==> config.mk <==
export PLATFORM = sky130hd
export DESIGN_NAME = rf_writeback_arbiter
export DESIGN_NICKNAME = d
export VERILOG_FILES = /design/src/rtl/rf_writeback_arbiter.sv
export SDC_FILE = /design/constraint.sdc
export NUM_CORES = 1
export LEC_CHECK = 0
export CORE_MARGIN = 2
export CORE_UTILIZATION = 40
export CTS_BUF_LIST = sky130_fd_sc_hd__clkbuf_16
export CTS_CLUSTER_SIZE = 14
export DETAILED_ROUTE_END_ITERATION = 7
export GPL_ROUTABILITY_DRIVEN = 0
export SYNTH_ARGS = -nofsm -noshare
export SYNTH_HDL_FRONTEND = slang
export SYNTH_SLANG_ARGS = --single-unit
==> constraint.sdc <==
create_clock -name clk -period 7 [get_ports clk]
set_input_delay 0.7 -clock clk [delete_from_list [all_inputs] [get_ports clk]]
set_output_delay 0.7 -clock clk [all_outputs]
set_load 0.1 [all_outputs]
==> src/rtl/rf_writeback_arbiter.sv <==
// ----------------------------------------------------------------------------
// Module   : rf_writeback_arbiter
// Purpose  : Two-source (ALU / load) writeback arbiter owning the register
//            file write port; per-source FIFOs, round-robin issue, registered
//            write strobe. Optional macro RF_WB_R0_DISCARD_EN suppresses
//            writes to r0.
// Revision : 1.0 - initial release
// ----------------------------------------------------------------------------
`default_nettype none

module rf_writeback_arbiter #(
  parameter int DATA_W = 32,
  parameter int ADDR_W = 4,
  parameter int DEPTH  = 4
) (
  input  logic                       clk,
  input  logic                       reset_n,
  input  logic                       flush,
  input  logic                       alu_valid,
  output logic                       alu_ready,
  input  logic [ADDR_W-1:0]          alu_waddr,
  input  logic [DATA_W-1:0]          alu_wdata,
  input  logic                       mem_valid,
  output logic                       mem_ready,
  input  logic [ADDR_W-1:0]          mem_waddr,
  input  logic [DATA_W-1:0]          mem_wdata,
  output logic                       write_en,
  output logic [ADDR_W-1:0]          waddr,
  output logic [DATA_W-1:0]          wdata,
  output logic [$clog2(DEPTH)+1:0]   pending,
  output logic                       busy
);

  localparam int IDX_W = $clog2(DEPTH);
  localparam int PTR_W = IDX_W + 1;
  localparam int CNT_W = IDX_W + 2;
  localparam int ENT_W = ADDR_W + DATA_W;

  localparam int SRC_ALU = 0;
  localparam int SRC_MEM = 1;

  localparam logic PRIO_ALU = 1'b0;
  localparam logic PRIO_MEM = 1'b1;

  logic [1:0]       in_valid;
  logic [1:0]       push;
  logic [1:0]       pop;
  logic [1:0]       empty;
  logic [1:0]       full;
  logic [ENT_W-1:0] in_entry [2];
  logic [ENT_W-1:0] head     [2];
  logic [PTR_W-1:0] count    [2];

  assign in_valid            = {mem_valid, alu_valid};
  assign in_entry[SRC_ALU]   = {alu_waddr, alu_wdata};
  assign in_entry[SRC_MEM]   = {mem_waddr, mem_wdata};
  assign push                = in_valid & ~full;

  genvar s;
  generate
    for (s = 0; s < 2; s++) begin : g_src
      logic [PTR_W-1:0] wptr_q;
      logic [PTR_W-1:0] rptr_q;
      logic [ENT_W-1:0] store_q [DEPTH];

      // Extra MSB on the pointers distinguishes full from empty on wrap.
      assign empty[s] = (wptr_q == rptr_q);
      assign full[s]  = ((wptr_q ^ rptr_q) == {1'b1, {(PTR_W-1){1'b0}}});
      assign count[s] = wptr_q - rptr_q;
      assign head[s]  = store_q[rptr_q[IDX_W-1:0]];

      always_ff @(posedge clk or negedge reset_n) begin
        if (!reset_n) begin
          wptr_q <= '0;
          rptr_q <= '0;
        end else if (flush) begin
          wptr_q <= '0;
          rptr_q <= '0;
        end else begin
          if (push[s]) wptr_q <= wptr_q + 1'b1;
          if (pop[s])  rptr_q <= rptr_q + 1'b1;
        end
      end

      always_ff @(posedge clk) begin
        if (push[s]) store_q[wptr_q[IDX_W-1:0]] <= in_entry[s];
      end
    end
  endgenerate

  assign alu_ready = ~full[SRC_ALU];
  assign mem_ready = ~full[SRC_MEM];

  logic              prio_q,  prio_d;
  logic              we_q,    we_d;
  logic [ADDR_W-1:0] waddr_q, waddr_d;
  logic [DATA_W-1:0] wdata_q, wdata_d;
  logic [ENT_W-1:0]  sel_entry;
  logic              issue;

  always_comb begin
    pop    = 2'b00;
    prio_d = prio_q;
    if (!flush) begin
      if (!empty[SRC_ALU] && !empty[SRC_MEM]) begin
        if (prio_q == PRIO_MEM) pop[SRC_MEM] = 1'b1;
        else                    pop[SRC_ALU] = 1'b1;
        prio_d = ~prio_q;
      end else if (!empty[SRC_ALU]) begin
        pop[SRC_ALU] = 1'b1;
      end else if (!empty[SRC_MEM]) begin
        pop[SRC_MEM] = 1'b1;
      end
    end
  end

  assign sel_entry = pop[SRC_MEM] ? head[SRC_MEM] : head[SRC_ALU];

`ifdef RF_WB_R0_DISCARD_EN
  // r0 entries are consumed (pointer and count still move) but never written.
  assign issue = (|pop) && (sel_entry[ENT_W-1:DATA_W] != '0);
`else
  assign issue = |pop;
`endif

  always_comb begin
    we_d    = issue;
    waddr_d = waddr_q;
    wdata_d = wdata_q;
    if (issue) begin
      waddr_d = sel_entry[ENT_W-1:DATA_W];
      wdata_d = sel_entry[DATA_W-1:0];
    end
  end

  always_ff @(posedge clk or negedge reset_n) begin
    if (!reset_n) begin
      prio_q  <= PRIO_MEM;
      we_q    <= 1'b0;
      waddr_q <= '0;
      wdata_q <= '0;
    end else begin
      prio_q  <= prio_d;
      we_q    <= we_d;
      waddr_q <= waddr_d;
      wdata_q <= wdata_d;
    end
  end

  assign write_en = we_q;
  assign waddr    = waddr_q;
  assign wdata    = wdata_q;
  assign pending  = CNT_W'(count[SRC_ALU]) + CNT_W'(count[SRC_MEM]);
  assign busy     = (pending != '0) || we_q;

  logic unused_prio;
  assign unused_prio = PRIO_ALU;

endmodule

`default_nettype wire

==> results of run 1 <==
## state kept, by name (all words and copies together) (netlist names)
| register | count |
|---|---|
| g_src.store_q | 288 |
| wdata | 32 |
| g_src.rptr_q | 6 |
| g_src.wptr_q | 6 |
| waddr | 4 |
| prio_q | 1 |
| write_en | 1 |
## placed cells by master, fill, tap and decap left out, types with 3 or more instances in the layout
cell type and instances:
buf_4 7, xnor2_1 5, and2_1 3, edfxtp_1 288
ha_1 17, clkbuf_16 37, o21ai_0 5, o32ai_1 36
xor2_1 4, nand2_1 5, fa_1 3, clkdlybuf4s50_1 119
clkinv_1 8, dfrtp_1 45, or3_1 4, clkinv_2 4
nand3_1 4, dfrtp_2 4, and2_2 6, nor3_1 36
a21o_1 5, nor2_1 46, inv_1 27, a21oi_1 4
mux4_2 72
## path summary, 6_finish.rpt
kind | depth (start not counted) | end | slack (ps) | startpoint
min in group clk | 2 | wdata[27]$_DFFE_PN0P_ | 530 | wdata[27]$_DFFE_PN0P_
max in group asynchronous | 2 | wdata[14]$_DFFE_PN0P_ | 6150 | reset_n
worst min register to register | 2 | wdata[27]$_DFFE_PN0P_ | 530 | wdata[27]$_DFFE_PN0P_
worst max register to register | 5 | g_src[1].store_q[2][16]$_DFFE_PP_ | 3340 | g_src[1].rptr_q[1]$_DFFE_PN0P_
worst min-delay path | 2 | g_src[0].wptr_q[0]$_DFFE_PN0P_ | 310 | reset_n
worst max-delay path | 8 | busy | 1740 | g_src[0].rptr_q[1]$_DFFE_PN0P_
## power by group
part | switching [mW] | leakage, nW | internal [mW]
Combinational | 1.91 | 1.43 | 0.866
Sequential | 0.186 | 3.22 | 2.43
Clock | 0.721 | 0.576 | 1.02
## worst max-delay path: stages, from the launching register on
cell	delay, ps
dfrtp_2	1090
inv_1	210
fa_1	580
inv_1	60
fa_1	490
inv_1	40
or3_1	290
or3_1	310
clkdlybuf4s50_1	980
## stage by stage
step	power [mW]	area [sq um]	setup WS, ps	instances
after floorplan	4.77	13200	1840	665
after global placement	5.43	14800	2250	1195
after detailed placement	5.47	14800	2220	1195
after CTS	7.22	15900	1650	1258
after global routing	7.45	15900	1500	1258
final	7.13	15900	1740	1259
## metal layers
metal  track usage  vias up
li1              -     2940
met1         0.230     3503
met2         0.279      180
met3        0.0364       50
met4        0.0567        2
met5             0        -
## kinds of logic after synthesis
kind of cell    count (synthesis)  synth area share
flops                         338             0.748
buf+inv                        56            0.0239
mux                            76             0.126
compound gates                 57            0.0354
simple gates                  107            0.0371
fa+ha+maj                      20            0.0206
xor+xnor                       11           0.00926
## final cells by class
class	count	share of cell area
sequential	338	0.623
multi-input combinational	271	0.192
timing repair buffer	127	0.0785
clock buffer	37	0.0582
tap	442	0.0348
clock inverter	26	0.00976
inverter	17	0.00401
antenna	1	0.000157
==> results.cfg, run 1 <==
[outcome]
status = finished clean

[final_layout]
final_layout_size_suffix_gt1_frac = 0.175
multiInputGateArea_sq_um = 3050
synthToLayoutAreaGrowth_pct = 20.1
seqCellArea_sq_um = 9910
nets = 887
fill_cells = 2743
post-route-util = 0.489

[setup_path]
crit_required_ps = 6300
crit_path_max_fanout = 39
critPathKind = flip-flop to output pin
end_kind = output pin
startpoint_type = flip-flop
cp_data_arrival_time_ps = 4560

[min_path]
min_path_type = primary input to async pin

[timing]
setup_viol = 0
rsz0062_at_grt = no
finalCriticalPeriod_ps = 5260
min_period_over_period = 0.751
hold_viol_final = 0
slew_violations = 0
tightest_slew_ps = 1190
fmax_mhz = 190
max_slew_margin = 0.202
holdWs_ps = 314
fin_tns_setup_ps = 0
clock_skew_ps = 11.1

[clock_network]
ctsRootBufferMaster = clkbuf_16
clock_latency_ps = 510
cts_tree = built
cts.sinks = 338
htree_num_levels = 2
clk_pin_slew_ps = 60
cts_hold_buffers = 0
max-clock-path-buffers = 3
post_cts_resized = 0
cts_made_buffers = 35
post_cts_buffers = 0

[yosys]
synth-main-ff-cell = edfxtp_1
synth_edf_count = 288
yosysMostFrequentCell = edfxtp_1
netlist_instances = 665
yosys_warnings = 0
ys_seq_area_frac = 0.748
ys_types = 35
synthArstFlopShare = 0.148
ys_seq_elements = 338
yosys.area.top_type = edfxtp_1
yosysTopAreaCellShare = 0.653
synth_area_per_cell_sq_um = 19.9
synthesis.nets = 762
synth.cell_area_sq_um = 13200
synth_area_leaders = edfxtp_1 (65%), mux4_2 (12%), dfrtp_1 (9.3%)
ys_top_cells_by_count = edfxtp_1 (288), mux4_2 (72), dfrtp_1 (49), nor2_1 (46)

[detailed_routing]
dr_wl_met2_mm = 13.8
remaining_drc_errors = 0
m1WireLength_mm = 12.2
via_count = 6675
wl_mm = 28.3
antenna_left = 0
route.met3.wl_mm = 1.60
vias_per_cell = 5.30
dr.first_iter.drc_count = 526
routedWlPerCell_um = 22.5
highest_layer = met5
drtPass1Iterations = 4

[die]
die_height_um = 186
ios = 121
die_w_um = 186
die-area_sq_um = 34600
coreArea_sq_um = 32500
rows = 66
start_util = 0.407

[power_and_ir_drop]
ir_worst_vdd_v = 0.000611
power_density_nw_per_um2 = 449
p_leak_nw = 5.23

[placement]
port_buffers = 120
dpl.hpwl_mm = 16.9

[grt]
grt-ovfl-total = 0
grt_pass1_wl_mm = 43.4
track_usage = 0.171
grt_pass1_vias = 7142
grt_max_degree = 51
antenna_found_initial = 2

[job]
cap_violations = 0
(Power assumes the default switching activity.)
==> run 2: changes to the inputs <==
- clock period: 7 -> 5 ns (I/O delays scaled with it)
==> results.cfg, run 2 (synthesized netlist as in run 1, its figures left out) <==
[outcome]
status = finished clean

[timing]
fin_tns_setup_ps = 0
max_slew_margin = 0.175
rsz0062_at_grt = no
slew_violations = 0
min_period_over_period = 0.787
holdWs_ps = 141
setup_viol = 0
fmax_mhz = 254
hold_viol_final = 0
tightest_slew_ps = 1230
finalCriticalPeriod_ps = 3940
clock_skew_ps = 16.1

[placement]
dpl.hpwl_mm = 16.8
port_buffers = 120

[clock_network]
cts_hold_buffers = 0
cts_made_buffers = 35
cts_tree = built
post_cts_buffers = 0
htree_num_levels = 2
cts.sinks = 338
clk_pin_slew_ps = 60
max-clock-path-buffers = 3
clock_latency_ps = 500
ctsRootBufferMaster = clkbuf_16
post_cts_resized = 0

[detailed_routing]
route.met3.wl_mm = 1.58
dr.first_iter.drc_count = 376
antenna_left = 0
dr_wl_met2_mm = 13.6
drtPass1Iterations = 4
remaining_drc_errors = 0
routedWlPerCell_um = 22.4
m1WireLength_mm = 12.2
highest_layer = met5
via_count = 6710
wl_mm = 28.2
vias_per_cell = 5.32

[grt]
grt_max_degree = 51
grt-ovfl-total = 0
grt_pass1_wl_mm = 43.0
grt_pass1_vias = 7196
antenna_found_initial = 7
track_usage = 0.170

[die]
rows = 66
coreArea_sq_um = 32500
start_util = 0.407
die_w_um = 186
die_height_um = 186
die-area_sq_um = 34600
ios = 121

[setup_path]
end_kind = output pin
cp_data_arrival_time_ps = 3440
crit_path_max_incr_delay_ps = 1130
crit_required_ps = 4500
crit_chain = inv_1 -> ha_1 -> inv_1 -> fa_1 -> xor2_1 -> ha_1 -> a21o_1 -> clkdlybuf4s50_1
path_delay_family = buffers and inverters
startpoint_type = flip-flop
cp_num_buf_inv = 3
crit_slowest_cell = clkdlybuf4s50_1
critPathKind = flip-flop to output pin
crit_path_max_fanout = 4

[power_and_ir_drop]
power_density_nw_per_um2 = 622
p_leak_nw = 5.21
ir_worst_vdd_v = 0.00126

[job]
cap_violations = 0

[final_layout]
final_layout_size_suffix_gt1_frac = 0.181
mostFrequentLayoutCells = edfxtp_1 (288), clkdlybuf4s50_1 (116), mux4_2 (72)
synthToLayoutAreaGrowth_pct = 19.7
nets = 888
layout.cells.most_common = edfxtp_1
largest_reg_flops = 288

[min_path]
min_path_type = primary input to async pin
==> run 2: cell count changes in the layout (fill, tap and decap cells not counted) <==
cell,change
clkinv_1,-3
clkbuf_16,-2
clkdlybuf4s50_1,-3
diode_2,+2
inv_6,+1
inv_1,+1
clkinv_2,+2
bufinv_16,-1
clkinvlp_4,+1
buf_4,+4
==> run 2: worst register-to-register path, stage by stage (launching register included) <==
cell,delay [ps]
dfrtp_1,430
inv_1,120
ha_1,340
and2_1,280
a21boi_1,390
and2_2,990
==> run 2: final timing paths <==
check / startpoint / endpoint / slack, ps / cells after the start
worst max-delay path: g_src[0].wptr_q[0]$_DFFE_PN0P_ / pending[3] / 1060 / 8
worst min-delay path: reset_n / g_src[0].wptr_q[0]$_DFFE_PN0P_ / 140 / 2
worst max register to register: g_src[1].wptr_q[0]$_DFFE_PN0P_ / g_src[1].store_q[0][19]$_DFFE_PP_ / 2040 / 5
worst min register to register: wdata[31]$_DFFE_PN0P_ / wdata[31]$_DFFE_PN0P_ / 530 / 2
max in group asynchronous: reset_n / g_src[0].rptr_q[0]$_DFFE_PN0P_ / 4330 / 2
min in group clk: wdata[31]$_DFFE_PN0P_ / wdata[31]$_DFFE_PN0P_ / 530 / 2
==> run 2: area by class of cell <==
| class | instances | area (sq um) |
|---|---|---|
| Clock inverter | 27 | 144 |
| Sequential cell | 338 | 9910 |
| Multi-Input combinational cell | 271 | 3050 |
| Antenna cell | 3 | 7.51 |
| Clock buffer | 35 | 876 |
| Timing Repair Buffer | 128 | 1250 |
| Tap cell | 442 | 553 |
| Inverter | 17 | 63.8 |
| Fill cell | 2738 | 16700 |
==> run 2: power breakdown <==
group          internal [mW]  total (mW)  leakage (nW)  switching [mW]
Sequential              3.40        3.56          3.22           0.162
Combinational           1.19        3.98          1.44            2.79
Clock                   1.32        2.31         0.551           0.991
==> run 2: stage by stage <==
| step | utilization | cell area [sq um] | worst slack (ps) | total power [mW] | cells |
|---|---|---|---|---|---|
| after floorplan | - | 13200 | 39.7 | 6.68 | 665 |
| after global placement | 0.455 | 14800 | 1670 | 7.58 | 1196 |
| after detailed placement | 0.455 | 14800 | 1580 | 7.64 | 1196 |
| after CTS | 0.487 | 15800 | 1040 | 9.98 | 1258 |
| after global routing | 0.487 | 15800 | 933 | 10.3 | 1260 |
| final | 0.487 | 15800 | 1060 | 9.85 | 1261 |
==> run 2: metal layers <==
layer,global-route usage,vias to the layer above
met4,0.0532,6
met3,0.0370,56
met2,0.278,180
met5,0,-
met1,0.228,3510
li1,-,2958
